$ cat config.mk
export PLATFORM = sky130hd
export DESIGN_NAME = pipeline_hazard_controller_flat
export DESIGN_NICKNAME = d
export VERILOG_FILES = /design/src/rtl/pipeline_hazard_if.sv /design/src/rtl/pipeline_hazard_controller.sv /design/src/flat_wrapper.sv
export SDC_FILE = /design/constraint.sdc
export NUM_CORES = 1
export LEC_CHECK = 0
export BUFFER_PORTS_ARGS = -buffer_cell sky130_fd_sc_hd__buf_4
export CAP_MARGIN = 40
export CORE_MARGIN = 1.5
export CORE_UTILIZATION = 52
export CTS_CLUSTER_SIZE = 25
export DETAILED_ROUTE_END_ITERATION = 8
export HOLD_SLACK_MARGIN = 0.03
export PLACE_DENSITY = 0.79
export SLEW_MARGIN = 10
export SYNTH_ARGS = -nofsm -noshare
export SYNTH_HDL_FRONTEND = slang
export SYNTH_SLANG_ARGS = --single-unit
$ cat constraint.sdc
create_clock -name clk -period 2.6 [get_ports clk]
set_input_delay 0.39 -clock clk [delete_from_list [all_inputs] [get_ports clk]]
set_output_delay 0.39 -clock clk [all_outputs]
set_load 0.005 [all_outputs]
$ cat src/rtl/pipeline_hazard_if.sv
// Stall/flush control bundle between the pipeline datapath and the hazard controller.
// The master side owns the ID/EX hazard sources; the slave side drives the controls.
interface pipeline_hazard_if #(
    parameter int COUNT_W = 32
);
    logic [4:0]         id_rs1;
    logic [4:0]         id_rs2;
    logic               id_rs1_used;
    logic               id_rs2_used;
    logic [4:0]         ex_rd;
    logic               ex_wb_load;
    logic               ex_jump_en;
    logic               ex_div_op;
    logic               div_done;
    logic               pc_stall;
    logic               if_id_stall;
    logic               if_id_flush;
    logic               id_ex_stall;
    logic               id_ex_flush;
    logic               ex_mem_flush;
    logic               div_start;
    logic               ex_div_result_sel;
    logic               busy;
    logic               div_timeout;
    logic [COUNT_W-1:0] stall_count;
    logic [COUNT_W-1:0] flush_count;

    modport master (
        output id_rs1, id_rs2, id_rs1_used, id_rs2_used, ex_rd, ex_wb_load,
               ex_jump_en, ex_div_op, div_done,
        input  pc_stall, if_id_stall, if_id_flush, id_ex_stall, id_ex_flush,
               ex_mem_flush, div_start, ex_div_result_sel, busy, div_timeout,
               stall_count, flush_count
    );

    modport slave (
        input  id_rs1, id_rs2, id_rs1_used, id_rs2_used, ex_rd, ex_wb_load,
               ex_jump_en, ex_div_op, div_done,
        output pc_stall, if_id_stall, if_id_flush, id_ex_stall, id_ex_flush,
               ex_mem_flush, div_start, ex_div_result_sel, busy, div_timeout,
               stall_count, flush_count
    );
endinterface

$ cat src/rtl/pipeline_hazard_controller.sv
// Stall/flush sequencer for the 5-stage pipeline: load-use stalls, jump flushes and
// the start/busy/done handshake with the iterative divider, plus stall/flush counters.
module pipeline_hazard_controller #(
    parameter int DIV_TIMEOUT = 64,
    parameter int TO_W        = 7,
    parameter int COUNT_W     = 32
) (
    input  logic              clk,
    input  logic              rst,
    pipeline_hazard_if.slave  hz
);
    typedef enum logic [1:0] {RUN, DIV_BUSY, DIV_DONE} state_e;

    state_e             state_q, state_d;
    logic [TO_W-1:0]    to_cnt_q, to_cnt_d;
    logic               div_timeout_q, div_timeout_d;
    logic [COUNT_W-1:0] stall_cnt_q, flush_cnt_q;

    logic pc_stall, if_id_stall, if_id_flush, id_ex_stall, id_ex_flush;
    logic ex_mem_flush, div_start, result_sel, busy;
    logic load_use;

    assign load_use = hz.ex_wb_load && (hz.ex_rd != 5'd0) &&
                      ((hz.id_rs1_used && (hz.id_rs1 == hz.ex_rd)) ||
                       (hz.id_rs2_used && (hz.id_rs2 == hz.ex_rd)));

    always_comb begin
        state_d       = state_q;
        to_cnt_d      = to_cnt_q;
        div_timeout_d = div_timeout_q;
        pc_stall      = 1'b0;
        if_id_stall   = 1'b0;
        if_id_flush   = 1'b0;
        id_ex_stall   = 1'b0;
        id_ex_flush   = 1'b0;
        ex_mem_flush  = 1'b0;
        div_start     = 1'b0;
        result_sel    = 1'b0;
        busy          = 1'b0;
        unique case (state_q)
            RUN: begin
                // Jump beats divide beats load-use; a jump squashes the divide in EX.
                if (hz.ex_jump_en) begin
                    if_id_flush = 1'b1;
                    id_ex_flush = 1'b1;
                end else if (hz.ex_div_op) begin
                    div_start    = 1'b1;
                    pc_stall     = 1'b1;
                    if_id_stall  = 1'b1;
                    id_ex_stall  = 1'b1;
                    ex_mem_flush = 1'b1;
                    to_cnt_d     = '0;
                    state_d      = DIV_BUSY;
                end else if (load_use) begin
                    pc_stall    = 1'b1;
                    if_id_stall = 1'b1;
                    id_ex_flush = 1'b1;
                end
            end
            DIV_BUSY: begin
                pc_stall     = 1'b1;
                if_id_stall  = 1'b1;
                id_ex_stall  = 1'b1;
                ex_mem_flush = 1'b1;
                busy         = 1'b1;
                to_cnt_d     = to_cnt_q + TO_W'(1);
                if (hz.div_done) begin
                    state_d = DIV_DONE;
                end else if (to_cnt_q == TO_W'(DIV_TIMEOUT - 1)) begin
                    div_timeout_d = 1'b1;
                    state_d       = DIV_DONE;
                end
            end
            DIV_DONE: begin
                result_sel = 1'b1;
                busy       = 1'b1;
                state_d    = RUN;
            end
            default: state_d = RUN;
        endcase
    end

    always_ff @(posedge clk or posedge rst) begin
        if (rst) begin
            state_q       <= RUN;
            to_cnt_q      <= '0;
            div_timeout_q <= 1'b0;
            stall_cnt_q   <= '0;
            flush_cnt_q   <= '0;
        end else begin
            state_q       <= state_d;
            to_cnt_q      <= to_cnt_d;
            div_timeout_q <= div_timeout_d;
            if (pc_stall)    stall_cnt_q <= stall_cnt_q + COUNT_W'(1);
            if (if_id_flush) flush_cnt_q <= flush_cnt_q + COUNT_W'(1);
        end
    end

    assign hz.pc_stall          = pc_stall;
    assign hz.if_id_stall       = if_id_stall;
    assign hz.if_id_flush       = if_id_flush;
    assign hz.id_ex_stall       = id_ex_stall;
    assign hz.id_ex_flush       = id_ex_flush;
    assign hz.ex_mem_flush      = ex_mem_flush;
    assign hz.div_start         = div_start;
    assign hz.ex_div_result_sel = result_sel;
    assign hz.busy              = busy;
    assign hz.div_timeout       = div_timeout_q;
    assign hz.stall_count       = stall_cnt_q;
    assign hz.flush_count       = flush_cnt_q;
endmodule

$ cat src/flat_wrapper.sv
// flat-port wrapper written by rule: the top's interface ports become plain ports
module pipeline_hazard_controller_flat 
#(
    parameter int DIV_TIMEOUT = 64,
    parameter int TO_W        = 7,
    parameter int COUNT_W     = 32
)
  (clk, rst, hz_id_rs1, hz_id_rs2, hz_id_rs1_used, hz_id_rs2_used, hz_ex_rd, hz_ex_wb_load, hz_ex_jump_en, hz_ex_div_op, hz_div_done, hz_pc_stall, hz_if_id_stall, hz_if_id_flush, hz_id_ex_stall, hz_id_ex_flush, hz_ex_mem_flush, hz_div_start, hz_ex_div_result_sel, hz_busy, hz_div_timeout, hz_stall_count, hz_flush_count);
  pipeline_hazard_if #(.COUNT_W(COUNT_W)) hz_i ();
  input  logic clk;
  input  logic rst;
  input wire logic [$bits(hz_i.id_rs1)-1:0] hz_id_rs1;
  input wire logic [$bits(hz_i.id_rs2)-1:0] hz_id_rs2;
  input wire logic [$bits(hz_i.id_rs1_used)-1:0] hz_id_rs1_used;
  input wire logic [$bits(hz_i.id_rs2_used)-1:0] hz_id_rs2_used;
  input wire logic [$bits(hz_i.ex_rd)-1:0] hz_ex_rd;
  input wire logic [$bits(hz_i.ex_wb_load)-1:0] hz_ex_wb_load;
  input wire logic [$bits(hz_i.ex_jump_en)-1:0] hz_ex_jump_en;
  input wire logic [$bits(hz_i.ex_div_op)-1:0] hz_ex_div_op;
  input wire logic [$bits(hz_i.div_done)-1:0] hz_div_done;
  output wire logic [$bits(hz_i.pc_stall)-1:0] hz_pc_stall;
  output wire logic [$bits(hz_i.if_id_stall)-1:0] hz_if_id_stall;
  output wire logic [$bits(hz_i.if_id_flush)-1:0] hz_if_id_flush;
  output wire logic [$bits(hz_i.id_ex_stall)-1:0] hz_id_ex_stall;
  output wire logic [$bits(hz_i.id_ex_flush)-1:0] hz_id_ex_flush;
  output wire logic [$bits(hz_i.ex_mem_flush)-1:0] hz_ex_mem_flush;
  output wire logic [$bits(hz_i.div_start)-1:0] hz_div_start;
  output wire logic [$bits(hz_i.ex_div_result_sel)-1:0] hz_ex_div_result_sel;
  output wire logic [$bits(hz_i.busy)-1:0] hz_busy;
  output wire logic [$bits(hz_i.div_timeout)-1:0] hz_div_timeout;
  output wire logic [$bits(hz_i.stall_count)-1:0] hz_stall_count;
  output wire logic [$bits(hz_i.flush_count)-1:0] hz_flush_count;
  assign hz_i.id_rs1 = hz_id_rs1;
  assign hz_i.id_rs2 = hz_id_rs2;
  assign hz_i.id_rs1_used = hz_id_rs1_used;
  assign hz_i.id_rs2_used = hz_id_rs2_used;
  assign hz_i.ex_rd = hz_ex_rd;
  assign hz_i.ex_wb_load = hz_ex_wb_load;
  assign hz_i.ex_jump_en = hz_ex_jump_en;
  assign hz_i.ex_div_op = hz_ex_div_op;
  assign hz_i.div_done = hz_div_done;
  assign hz_pc_stall = hz_i.pc_stall;
  assign hz_if_id_stall = hz_i.if_id_stall;
  assign hz_if_id_flush = hz_i.if_id_flush;
  assign hz_id_ex_stall = hz_i.id_ex_stall;
  assign hz_id_ex_flush = hz_i.id_ex_flush;
  assign hz_ex_mem_flush = hz_i.ex_mem_flush;
  assign hz_div_start = hz_i.div_start;
  assign hz_ex_div_result_sel = hz_i.ex_div_result_sel;
  assign hz_busy = hz_i.busy;
  assign hz_div_timeout = hz_i.div_timeout;
  assign hz_stall_count = hz_i.stall_count;
  assign hz_flush_count = hz_i.flush_count;
  pipeline_hazard_controller #(.DIV_TIMEOUT(DIV_TIMEOUT), .TO_W(TO_W), .COUNT_W(COUNT_W)) u_core (.clk(clk), .rst(rst), .hz(hz_i));
endmodule
==> results.yml <==
synthesis:
  synth_top_area_share_pct: 52.0
  synth_top_family_by_area: "simple AND/OR/NAND/NOR gates"
  ys_ff_latch: 74
  syn-cell-area_sq_um: 3560
  async_reset_ff_share_pct: 100
  yosysMostFrequentCell: "dfrtp_1"
  synth_fa_ha_area_share_pct: 2.11
  synth_top_area_cell: "dfrtp_1"
  synth_compound_area_share_pct: 3.41
  syn_avg_cell_area_sq_um: 10.9
  synth-seq-area-share_pct: 52.0
  yosys.area_share.simple_pct: 20.9
  muxShareOfSynthArea_pct: 0.632
  netlist_top_cells_area: "dfrtp_1 52%, xnor2_1 14%, nand4_1 4.4%, xor2_1 4.2%, nand3_1 3.2%"
  synth_ff_type: "dfrtp_1"
  yosysUniqueCellTypes: 38
  synth_common_cells: "74 x dfrtp_1, 57 x xnor2_1, 25 x nand2_1, 25 x nand4_1, 23 x nand3_1"
  synth_cells: 327
  synth_fp_nets: 356
  ys_warn_count: 0
  synth_xor_area_share_pct: 18.2
  synth_edf_count: 0
clocking:
  clockBufferDepth: 2
  cts_tree: "yes"
  htreeDepth: 3
  hold_buffers: 0
  root_buffer: "clkbuf_8"
  path_clk_slew_ps: 70
  cts_buffers: 9
  post_cts_buffers: 0
  ctsResizeCount: 0
  cts_sinks: 74
  clock_latency_ps: 340
power_and_ir_drop:
  p_switching_w: 0.00103
  p_int_w: 0.00218
  power_frac_seq_pct: 45.2
  combPwrFrac_pct: 28.2
  peakVddDrop_uv: 340
  p_leak_nw: 2.21
  p_per_area_nw_per_um2: 705
  power.share.clock_pct: 26.6
  switching_share_pct: 32.1
setup_path:
  crit_fanout: 34
  r2r_cells: 8
  path_class: "flip-flop to output port"
  worstPathArrival_ps: 1990
  crit_chain: "inv_1 > ha_1 > inv_1 > nor2_1 > nor2_1 > o41ai_4 > buf_12 > buf_4"
  endpoint_kind: "output port"
  slowest_delay_ps: 400
  timing.rr.end: "u_core.hz.flush_count[15]$_DFFE_PP0P_"
  critPathLaunchType: "flip-flop"
  crit_buf_inv: 4
  rrSetupSlack_ps: 350
  cp_slowest_cell: "dfrtp_1"
  cp.required_ps: 2210
  r2r_start: "u_core.state_q[0]$_DFFE_PP0P_"
  critPathTopFamily: "buffers and inverters"
placement:
  hpwl_mm: 5.60
  gp_congestion: 0.819
  dp.cells: 496
  numPortBuffers: 96
floorplan:
  dieArea_sq_um: 7350
  num_io_pins: 97
  die_w_um: 85.8
  initial_core_util_pct: 54.8
  coreArea_sq_um: 6490
  dieHeight_um: 85.8
  rows: 29
routing:
  drc: 0
  vias_per_cell: 5.39
  drtIter0Drc: 98
  wl_per_cell_um: 14.5
  vias: 2758
  first_pass_iters: 4
  drtAntennaViolNets: 0
  routed_wl_mm: 7.44
timing:
  hold_violations: 0
  setup-tns-final_ps: 0
  worst_pin_slew_ps: 704
  slew_headroom_pct: 53.0
  rsz0062_at_grt: "no"
  fin_crit_sh_pct: 91.7
  finalSetupViolCount: 0
  post-route-min-period_ps: 2380
  clock.fmax_mhz: 419
  drv_slew: 0
  finClkSkew_ps: 6.65
grt:
  grt-ovfl-total: 0
  grt_pass1_vias: 2641
  grt_pass1_wl_mm: 12.5
  antenna_found_initial: 0
  grt_max_degree: 35
  grt_use_total_pct: 21.7
flow_run:
  cap_violations: 0
layout:
  antenna_cells: 0
  area_delta_synth_final_pct: 28.1
  final_cells: 512
  fin_util_pct: 70.2
  nets: 459
  drive_gt1_share_pct: 27.8
worst_hold_path:
  hold_class: "primary input to async pin"
outcome:
  status: "finished clean"
## cell type report
type | instances | area (sq um)
Clock buffer | 12 | 135
Clock inverter | 4 | 52.6
Fill cell | 494 | 1930
Inverter | 8 | 30.0
Multi-Input combinational cell | 236 | 1610
Sequential cell | 74 | 1850
Tap cell | 77 | 96.3
Timing Repair Buffer | 101 | 783
## cells in the final DEF, fill, tap and decap left out, types with 2 or more instances in the layout
cell type	count
nand2b_1	4
and4_1	5
ha_1	6
buf_4	99
or2_1	2
nor3_1	4
o21ai_0	5
a21oi_1	6
buf_12	2
or3_1	3
and2_1	3
clkinv_4	2
inv_1	7
nand2_1	25
clkbuf_8	9
xnor2_1	57
a21o_1	2
nor2_1	21
nand4_1	25
clkbuf_1	3
nand3_1	23
dfrtp_1	74
and3_1	12
xor2_1	17
nor4_1	2
## metal layers
| layer | part of all wire [%] | global-route usage [%] | routed length (um) |
|---|---|---|---|
| met2 | 49 | 35.6 | 3670 |
| met3 | 4.6 | 5.20 | 339 |
| met5 | 0 | 0 | 0 |
| met1 | 44 | 28.0 | 3300 |
| met4 | 1.7 | 8.65 | 125 |
## how the worst max path moves through the flow
stage                                        from                                end  slack (ps)  cells after the start
floorplan                                     rst  u_core.hz.div_timeout$_DFFE_PP0P_         330                      1
detailed placement                    hz_ex_rd[3]                     hz_if_id_stall         300                      7
global route        u_core.state_q[1]$_DFFE_PP0P_                     hz_if_id_stall          70                      8
finish              u_core.state_q[1]$_DFFE_PP0P_                     hz_if_id_stall         220                      8
CTS                 u_core.state_q[1]$_DFFE_PP0P_                     hz_if_id_stall         200                      8
global placement                      hz_ex_rd[3]                        hz_pc_stall         360                      7
## power groups by stage
stage               Clock [W]  Combinational [W]  Sequential [W]
floorplan                   0           0.000534         0.00145
global placement            0           0.000870         0.00147
detailed placement          0           0.000916         0.00147
CTS                  0.000880           0.000917         0.00145
global route         0.000930           0.000998         0.00148
finish               0.000856           0.000906         0.00145
## flip-flops by register name (all words and copies together) (netlist names)
signal                 cells
u_core.hz.flush_count     32
u_core.to_cnt_q            7
u_core.hz.div_timeout      1
u_core.hz.stall_count     32
u_core.state_q             2
## worst reg2reg max path: cells and delay by family, from the launching register on
family	cells	cell delay (ps)
simple gates	5	1260
flops	1	390
fa+ha+maj	1	200
xor+xnor	1	150
buf+inv	1	120
## stage by stage
step | power, W | setup WS [ps] | cell area [sq um] | hold slack (ps)
after floorplan | 0.00198 | 328 | 3560 | 451
after global placement | 0.00234 | 362 | 4370 | 447
after detailed placement | 0.00239 | 300 | 4370 | 456
after CTS | 0.00325 | 205 | 4560 | 176
after global routing | 0.00341 | 73.7 | 4560 | 203
final | 0.00322 | 215 | 4560 | 164
## cell families (layout without fill, tap and decap cells)
family                   after synthesis  after routing
multiplexers                           2              2
buffers and inverters                 17            125
flip-flops                            74             74
AO/OA/AOI/OAI                         17             17
AND/OR/NAND/NOR                      137            137
XOR/XNOR                              74             74
adder cells (fa/ha/maj)                6              6
Power figures use the tool's default switching activity.
